--- src/rtl/relogio_pkg.sv ---
// Shared types and BCD helpers for the clock set-time path.
package relogio_pkg;

  typedef logic [3:0] bcd_t;

  typedef struct packed {
    bcd_t msd;
    bcd_t lsd;
  } bcd_pair_t;

  typedef enum logic [1:0] {
    RUN      = 2'd0,
    SET_HOUR = 2'd1,
    SET_MIN  = 2'd2,
    COMMIT   = 2'd3
  } set_state_t;

  localparam bcd_pair_t HOUR_MAX = 8'h23;
  localparam bcd_pair_t MIN_MAX  = 8'h59;

  // Increment a two-digit BCD value, carrying x9 into the msd and wrapping max to 00.
  function automatic bcd_pair_t bcd_inc_wrap(input bcd_pair_t value, input bcd_pair_t max);
    bcd_pair_t r;
    if (value == max) begin
      r = '0;
    end else if (value.lsd == 4'd9) begin
      r.msd = value.msd + 4'd1;
      r.lsd = 4'd0;
    end else begin
      r.msd = value.msd;
      r.lsd = value.lsd + 4'd1;
    end
    return r;
  endfunction

endpackage

--- src/rtl/time_set_ctrl_debouncer.sv ---
// Push-button conditioner: 2-FF synchroniser, stable-count debounce, press pulse on high->low.
module key_debouncer #(
  parameter int CYCLES = 1_000_000
) (
  input  logic clock,
  input  logic reset,
  input  logic key_n,
  output logic level,
  output logic press
);

  localparam int CW = $clog2(CYCLES + 1);
  localparam logic [CW-1:0] CNT_LAST = CW'(CYCLES - 1);

  logic          sync_a;
  logic          sync_b;
  logic [CW-1:0] cnt;

  // The level only follows the synchronised key after CYCLES consecutive differing samples.
  always_ff @(posedge clock or negedge reset) begin
    if (!reset) begin
      sync_a <= 1'b1;
      sync_b <= 1'b1;
      level  <= 1'b1;
      press  <= 1'b0;
      cnt    <= '0;
    end else begin
      sync_a <= key_n;
      sync_b <= sync_a;
      press  <= 1'b0;
      if (sync_b == level) begin
        cnt <= '0;
      end else if (cnt == CNT_LAST) begin
        cnt   <= '0;
        level <= sync_b;
        press <= ~sync_b;
      end else begin
        cnt <= cnt + 1'b1;
      end
    end
  end

endmodule

--- src/rtl/time_set_ctrl.sv ---
// Set-time sequencer: mode/inc buttons edit a captured HH:MM and emit a one-cycle load.
// Optional inc auto-repeat is built when TIME_SET_AUTOREPEAT_EN is defined.
module time_set_ctrl
  import relogio_pkg::*;
#(
  parameter int DEBOUNCE_CYCLES = 1_000_000,
  parameter int TIMEOUT_TICKS   = 10,
  parameter int REPEAT_DELAY    = 25_000_000,
  parameter int REPEAT_PERIOD   = 10_000_000
) (
  input  logic       clock,
  input  logic       reset,
  input  logic       key_mode_n,
  input  logic       key_inc_n,
  input  logic       tick_1hz,
  input  logic [7:0] cur_h,
  input  logic [7:0] cur_m,
  output logic [7:0] set_h,
  output logic [7:0] set_m,
  output logic       load,
  output logic       editing,
  output logic       blink_h,
  output logic       blink_m
);

  localparam int TW = $clog2(TIMEOUT_TICKS + 1);
  localparam logic [TW-1:0] TMO_LAST = TW'(TIMEOUT_TICKS - 1);

  logic mode_level, mode_press;
  logic inc_level, inc_press;
  logic inc_ev;

  key_debouncer #(.CYCLES(DEBOUNCE_CYCLES)) u_mode_db (
    .clock (clock),
    .reset (reset),
    .key_n (key_mode_n),
    .level (mode_level),
    .press (mode_press)
  );

  key_debouncer #(.CYCLES(DEBOUNCE_CYCLES)) u_inc_db (
    .clock (clock),
    .reset (reset),
    .key_n (key_inc_n),
    .level (inc_level),
    .press (inc_press)
  );

`ifdef TIME_SET_AUTOREPEAT_EN
  localparam int RW = $clog2(REPEAT_DELAY + 1);
  localparam logic [RW-1:0] DELAY_LAST  = RW'(REPEAT_DELAY);
  localparam logic [RW-1:0] PERIOD_LAST = RW'(REPEAT_PERIOD - 1);

  logic [RW-1:0] rpt_cnt;
  logic          rpt_first;
  logic          rpt_pulse;
  logic          unused_levels;

  assign unused_levels = mode_level;

  // While inc stays held, the first repeat waits the long delay, later ones the short period.
  always_ff @(posedge clock or negedge reset) begin
    if (!reset) begin
      rpt_cnt   <= '0;
      rpt_first <= 1'b1;
      rpt_pulse <= 1'b0;
    end else begin
      rpt_pulse <= 1'b0;
      if (inc_level) begin
        rpt_cnt   <= '0;
        rpt_first <= 1'b1;
      end else if (rpt_cnt == (rpt_first ? DELAY_LAST : PERIOD_LAST)) begin
        rpt_cnt   <= '0;
        rpt_first <= 1'b0;
        rpt_pulse <= 1'b1;
      end else begin
        rpt_cnt <= rpt_cnt + 1'b1;
      end
    end
  end

  assign inc_ev = inc_press | rpt_pulse;
`else
  localparam int unused_repeat_cfg = REPEAT_DELAY + REPEAT_PERIOD;
  logic unused_levels;

  assign unused_levels = mode_level ^ inc_level;
  assign inc_ev        = inc_press;
`endif

  set_state_t    state;
  logic          phase;
  logic [TW-1:0] tmo;

  // A mode press always wins over a simultaneous inc; any press restarts the timeout.
  always_ff @(posedge clock or negedge reset) begin
    if (!reset) begin
      state   <= RUN;
      set_h   <= '0;
      set_m   <= '0;
      load    <= 1'b0;
      editing <= 1'b0;
      blink_h <= 1'b0;
      blink_m <= 1'b0;
      phase   <= 1'b0;
      tmo     <= '0;
    end else begin
      load <= 1'b0;
      unique case (state)
        RUN: begin
          phase   <= 1'b0;
          blink_h <= 1'b0;
          blink_m <= 1'b0;
          tmo     <= '0;
          if (mode_press) begin
            state   <= SET_HOUR;
            set_h   <= cur_h;
            set_m   <= cur_m;
            editing <= 1'b1;
          end
        end
        SET_HOUR, SET_MIN: begin
          if (mode_press) begin
            state   <= (state == SET_HOUR) ? SET_MIN : COMMIT;
            editing <= (state == SET_HOUR);
            load    <= (state == SET_MIN);
            phase   <= 1'b0;
            blink_h <= 1'b0;
            blink_m <= 1'b0;
            tmo     <= '0;
          end else if (tick_1hz && !inc_ev && tmo == TMO_LAST) begin
            state   <= RUN;
            editing <= 1'b0;
            phase   <= 1'b0;
            blink_h <= 1'b0;
            blink_m <= 1'b0;
            tmo     <= '0;
          end else begin
            if (inc_ev) begin
              tmo <= '0;
              if (state == SET_HOUR) set_h <= bcd_inc_wrap(set_h, HOUR_MAX);
              else                   set_m <= bcd_inc_wrap(set_m, MIN_MAX);
            end else if (tick_1hz) begin
              tmo <= tmo + 1'b1;
            end
            if (tick_1hz) begin
              phase <= ~phase;
              if (state == SET_HOUR) blink_h <= ~phase;
              else                   blink_m <= ~phase;
            end
          end
        end
        COMMIT: begin
          state <= RUN;
        end
      endcase
    end
  end

endmodule

--- config.mk ---
export PLATFORM = sky130hd
export DESIGN_NAME = time_set_ctrl
export DESIGN_NICKNAME = d
export VERILOG_FILES = /design/src/rtl/relogio_pkg.sv /design/src/rtl/time_set_ctrl_debouncer.sv /design/src/rtl/time_set_ctrl.sv
export SDC_FILE = /design/constraint.sdc
export NUM_CORES = 1
export LEC_CHECK = 0
export CAP_MARGIN = 5
export CORE_ASPECT_RATIO = 0.9
export CORE_UTILIZATION = 50
export DETAILED_ROUTE_END_ITERATION = 8
export PLACE_DENSITY = 0.72
export SLEW_MARGIN = 15
export SYNTH_ARGS = -nofsm -noshare
export SYNTH_HDL_FRONTEND = slang
export SYNTH_SLANG_ARGS = --single-unit
--- constraint.sdc ---
create_clock -name clock -period 3.75 [get_ports clock]
set_clock_uncertainty 0.05 [all_clocks]
set_input_delay 0.5625 -clock clock [delete_from_list [all_inputs] [get_ports clock]]
set_output_delay 0.5625 -clock clock [all_outputs]
set_load 0.02 [all_outputs]
[Word-level counts from Yosys, hierarchy flattened]
Index checks and enable logic that the tools add are counted.
Word-level totals
  output and inout port bits: 20
  register bits after elaboration: 75
  input port bits: 21
Operators by class
  bitwise logic cells: 5
  $add $sub $neg: 7
  reduce and logical (&&, ||, !) cells: 18
  equal/unequal tests: 25
  muxes and demuxes: 54
Operators with widths (number)
  2-to-1 mux 8 bit: 14
  2-to-1 mux 20 bit: 4
  adder 20 x 1 -> 20 bit, second input constant: 2
  equality test 20 bit, second input constant: 2
  case mux 8 bit (2 select lines): 2
  2-to-1 mux 1 bit: 21
  adder 4 x 1 -> 4 bit, second input constant: 5
  2-to-1 mux 4 bit: 4
  AND reduction 7 bit: 2
  equality test 4 bit, second input constant: 3
  != test 4 x 3 -> 1 bit, second input constant: 3
  AND reduction 6 bit: 2
  AND reduction 2 bit: 5
  AND reduction 3 bit: 3
  equality test 8 x 6 -> 1 bit, second input constant: 1
  equality test 8 x 7 -> 1 bit, second input constant: 1
  != test 2 bit, second input constant: 4
  case mux 1 bit (2 select lines): 4
  case mux 4 bit (2 select lines): 1
  2-to-1 mux 2 bit: 3
  != test 3 bit, second input constant: 2
  case mux 2 bit (3 select lines): 1
  != test 5 x 3 -> 1 bit, second input constant: 1
  inverter 1 bit: 5
  10 further kinds: 14

[Depth between registers and ports, before layout]
  depth after elaboration: 8
  depth in mapped cells: 8
  gate-level depth less buffers: 6

[Modules after synthesis]
Synthesis repeated with hierarchy kept, for this count alone.
Second synthesis, totals
  cells, all modules: 430
  area total of the unflattened synthesis: 4139.0 µm²
Modules (own cells, without submodules)
  key_debouncer: seq. area each 604.3 µm², instances 2, area each 1139.8 µm², cells an instance 116
  time_set_ctrl: seq. area each 675.6 µm², instances 1, area each 1859.3 µm², cells an instance 198

[Least setup slack after synthesis]
No wires, ideal clock.
  path kind: register to register
  start point: reg state[0]
  end point: reg blink_m
  period minus slack after synthesis: 2131 ps
  arrival: 1960 ps
  data required time: 3579 ps
  setup slack: 1619 ps
  path buffers: 1
  cell stages (with the launch flop): 8
  cells stage by stage: dfrtp_1 -> inv_1 -> ha_1 -> clkbuf_1 -> nor3b_1 -> or2_2 -> nor3_1 -> a22o_1
Between the ends
  word-level cells in the longest chain between the ends: 4
RTL lines
  from (decl): line time_set_ctrl.sv:91  | set_state_t state;
  from (signal assigned): line time_set_ctrl.sv:124  | state <= (state == SET_HOUR) ? SET_MIN : COMMIT;
  equality test 2 x 1 -> 1 bit / equality test 2 bit (equally long branches): line time_set_ctrl.sv:109, time_set_ctrl.sv:148
  OR reduction 2 bit: line time_set_ctrl.sv:109  | unique case (state)
  != test 4 x 3 -> 1 bit (no line) / nonzero test 2 bit (equally long branches)
  AND reduction 3 bit (no line)
  to (signal assigned): line time_set_ctrl.sv:149  | else blink_m <= ~phase;
  to (decl): line time_set_ctrl.sv:23  | output logic blink_m
Several ways; a longest one is shown, not always the timed one.
A chain may end at the register's enable or synchronous reset.

[Worst setup path in the final report]
  start point: reg state[0]
  end point: reg set_m[1]
Between the ends
  word-level cells in the longest chain between the ends: 4
RTL lines
  equality test 2 x 1 -> 1 bit / equality test 2 bit (equally long branches): line time_set_ctrl.sv:109, time_set_ctrl.sv:141
  OR reduction 2 bit: line time_set_ctrl.sv:109
  != test 2 bit (no line) (tied with other cells)
  AND reduction 6 bit (no line)
  to (signal assigned): line time_set_ctrl.sv:118  | set_m <= cur_m;
  to (signal assigned): line time_set_ctrl.sv:142  | else set_m <= bcd_inc_wrap(set_m, MIN_MAX);
  to (decl): line time_set_ctrl.sv:19  | output logic [7:0] set_m,
Several ways; a longest one is shown, not always the timed one.

==> impl_metrics.toml <==
[cells_and_area]
layout_common_cells = "sky130_fd_sc_hd__dfrtp_1, sky130_fd_sc_hd__clkdlybuf4s50_1, sky130_fd_sc_hd__nor2_1"
layout_cell_share_with_drive_strength_beyond_1 = 0.0794
finish.utilization = 0.626
area_growth_pct = 18.4
antennaDiodeCount = 0
layout_commonest_cell = "sky130_fd_sc_hd__dfrtp_1"
post-route-cell-area_um2 = 4840
finalNetCount = 500
layout.cells.non_filler = 562

[synthesis]
dominantRegCellSynth = "sky130_fd_sc_hd__dfrtp_1"
post_synth_inst_count = 421
yosys_register_bits = 75
synth_compound_area_frac = 0.152
synth_edf_count = 0
synthSimpleGateAreaFrac = 0.224
synth_cell_type_count = 57
share_of_synthesized_cell_area_in_full_adder_half_adder_and_majority_cells = 0.0551
synth_xor_xnor_area_share = 0.0557
synth_async_sr_flop_share = 1.00
synth.cell_area_um2 = 4090
synth.yosys.warnings = 0
postSynthNetCount = 460
syn_area_per_cell_um2 = 9.72
post_synth_mux_area_share = 0.0211
sequential_element_share_of_the_synthesized_area = 0.461
synth_top_family_by_area = "simple AND/OR/NAND/NOR gates"

[route]
drt-pass1-iter-count = 5
detail_route.wl_per_cell_um = 15.0
drt_wl_total_mm = 8.45
detail_route.drc_violations = 0
postRouteAntennaNets = 0
first_iter_violations = 144
via_per_inst = 5.86
vias = 3296

[clock_network]
clock_buffers_created_by_tritoncts = 9
post_cts_hold_buffer_count = 0
clkSinkCount = 75
clk_transition_reported_paths_ps = 80
cts_setup_buffers = 0
cts-htree-levels = 3
tritoncts = "yes"
clk_latency_ps = 350
clockRootBuffer = "sky130_fd_sc_hd__clkbuf_8"
ctsLongestPathBuffers = 2
number_of_gates_given_a_new_drive_strength_after_cts = 0

[critical_path]
cp_slowest_stage_delay_ps = 710
startpoint = "state[0]"
critical_path_peak_fanout = 23
worst_setup_path_end_kind = "flop"
crit_required_ps = 3920
timing.critical_path.cells = "inv_1, ha_1, nand2b_1, a2111oi_4, mux2_2"
worstSetupPathType = "flop to flop"
timing.critical_path.slowest_stage_cell = "sky130_fd_sc_hd__ha_1"
crit_arrival_ps = 2810
critical_path.reg2reg.startpoint = "state[0]"
crit_path_start_kind = "flop"

[die]
die-width_um = 97.3
placeableCoreArea_um2 = 7730
core.rowCount = 30
design.die.area_um2 = 8550
pin_count = 41
die_y_um = 87.8
start_util = 0.529

[timing]
grt_setup_unrepaired = "no"
timing.final.crit_share = 0.705
finalWorstPathRequiredPeriod_ps = 2640
max-slew-margin-rel = 0.374
finalHoldViolations = 0
totalNegativeSetupSlack_ps = 0
drv_slew = 0
worst-slew-pin-transition_ps = 939
maxClockFrequency_mhz = 378
setup_viol_count_final = 0

[grt]
antenna_found_initial = 0
pin_count_of_the_biggest_net_entering_global_routing = 76
globalRouteOverflowTotal = 0
grt_pass1_vias = 3171
grt_util_all_layers = 0.211
grt_pass1_wl_mm = 14.7

[power]
power_per_cell_area_nw_per_um2 = 345
irDropWorstVdd_mv = 0.268
power.static_leakage_uw = 0.00198

[hold_path]
holdCritPathClass = "input pin to async pin"

[placement]
dp_hpwl_mm = 5.83
placed_area_um2 = 4580
io_buffers = 40
place.detailed.instances = 546
place.gp.congestion = 0.906

[status]
run_status = "finished clean"

[job]
drv.max_cap_violation_count = 0
## registers in the layout, indices dropped and copies added, names as in the netlist
register	flops
blink_h	1
load	1
u_mode_db.sync_a	1
u_inc_db.sync_a	1
u_inc_db.press	1
state	2
tmo	4
set_m	8
u_mode_db.press	1
blink_m	1
phase	1
u_mode_db.cnt	20
u_inc_db.level	1
set_h	8
u_mode_db.sync_b	1
u_inc_db.sync_b	1
u_inc_db.cnt	20
editing	1
u_mode_db.level	1
## worst max-delay path: cells and delay by family, from the launching register on
kind	cells	cell delay (ps)
buffers and inverters	1	110
DFF	1	420
muxes	1	390
and+or+nand+nor	1	260
adders and majority gates	1	710
AOI/OAI and AO/OA	1	580
## synth_stat cells, drive strengths merged, types with 8 or more instances
library cell	instances	area (um^2)
a21oi	29	145
clkbuf	12	45.0
dfrtp	69	1730
ha	18	225
inv	19	71.3
nand2	23	86.3
nand3	28	140
nand4	9	71.3
nor2	37	139
nor3	15	75.1
o21ai	22	110
or3	8	50.1
xnor2	10	87.6
xor2	16	140
## kinds of logic (layout without fill, tap and decap cells)
group | Yosys count | count (layout)
compound gates | 94 | 94
xor+xnor | 26 | 26
fa+ha+maj | 18 | 18
buf+inv | 34 | 79
flops | 75 | 75
mux | 8 | 8
simple gates | 166 | 166
## layout make-up
| cell class | count | area (um^2) |
|---|---|---|
| Tap cell | 96 | 120 |
| Inverter | 20 | 75.1 |
| Multi-Input combinational cell | 312 | 2080 |
| Timing Repair Buffer | 43 | 420 |
| Sequential cell | 75 | 1880 |
| Clock inverter | 4 | 95.1 |
| Fill cell | 658 | 2890 |
| Clock buffer | 12 | 165 |
## worst paths after layout
path	end	slack, ps	cells past startpoint
hold / removal	set_m[7]	300	1
setup reg to reg	set_m[1]	1110	5
hold reg to reg	u_mode_db.sync_b	310	0
max in group asynchronous	set_h[0]	2720	1
min in group clock	u_mode_db.sync_b	310	0
setup / recovery	set_m[1]	1110	5
## layer usage
| metal | wire length (um) | track usage |
|---|---|---|
| met5 | 0 | 0 |
| met4 | 97 | 0.0508 |
| met3 | 364 | 0.0503 |
| met2 | 4130 | 0.359 |
| met1 | 3870 | 0.277 |
## through the flow
stage / hold WS, ps / power (uW) / worst slack (ps)
global route: 315 / 1730 / 808
finish: 299 / 1670 / 1110
global placement: 296 / 902 / 1220
detailed placement: 300 / 904 / 1110
floorplan: 217 / 859 / 1620
CTS: 312 / 1700 / 1120
## where the power goes
group | switching [uW] | internal, uW
clock network | 288 | 496
logic | 32.9 | 28.3
registers | 7.98 | 818
total | 329 | 1340
(Power assumes the default switching activity.)
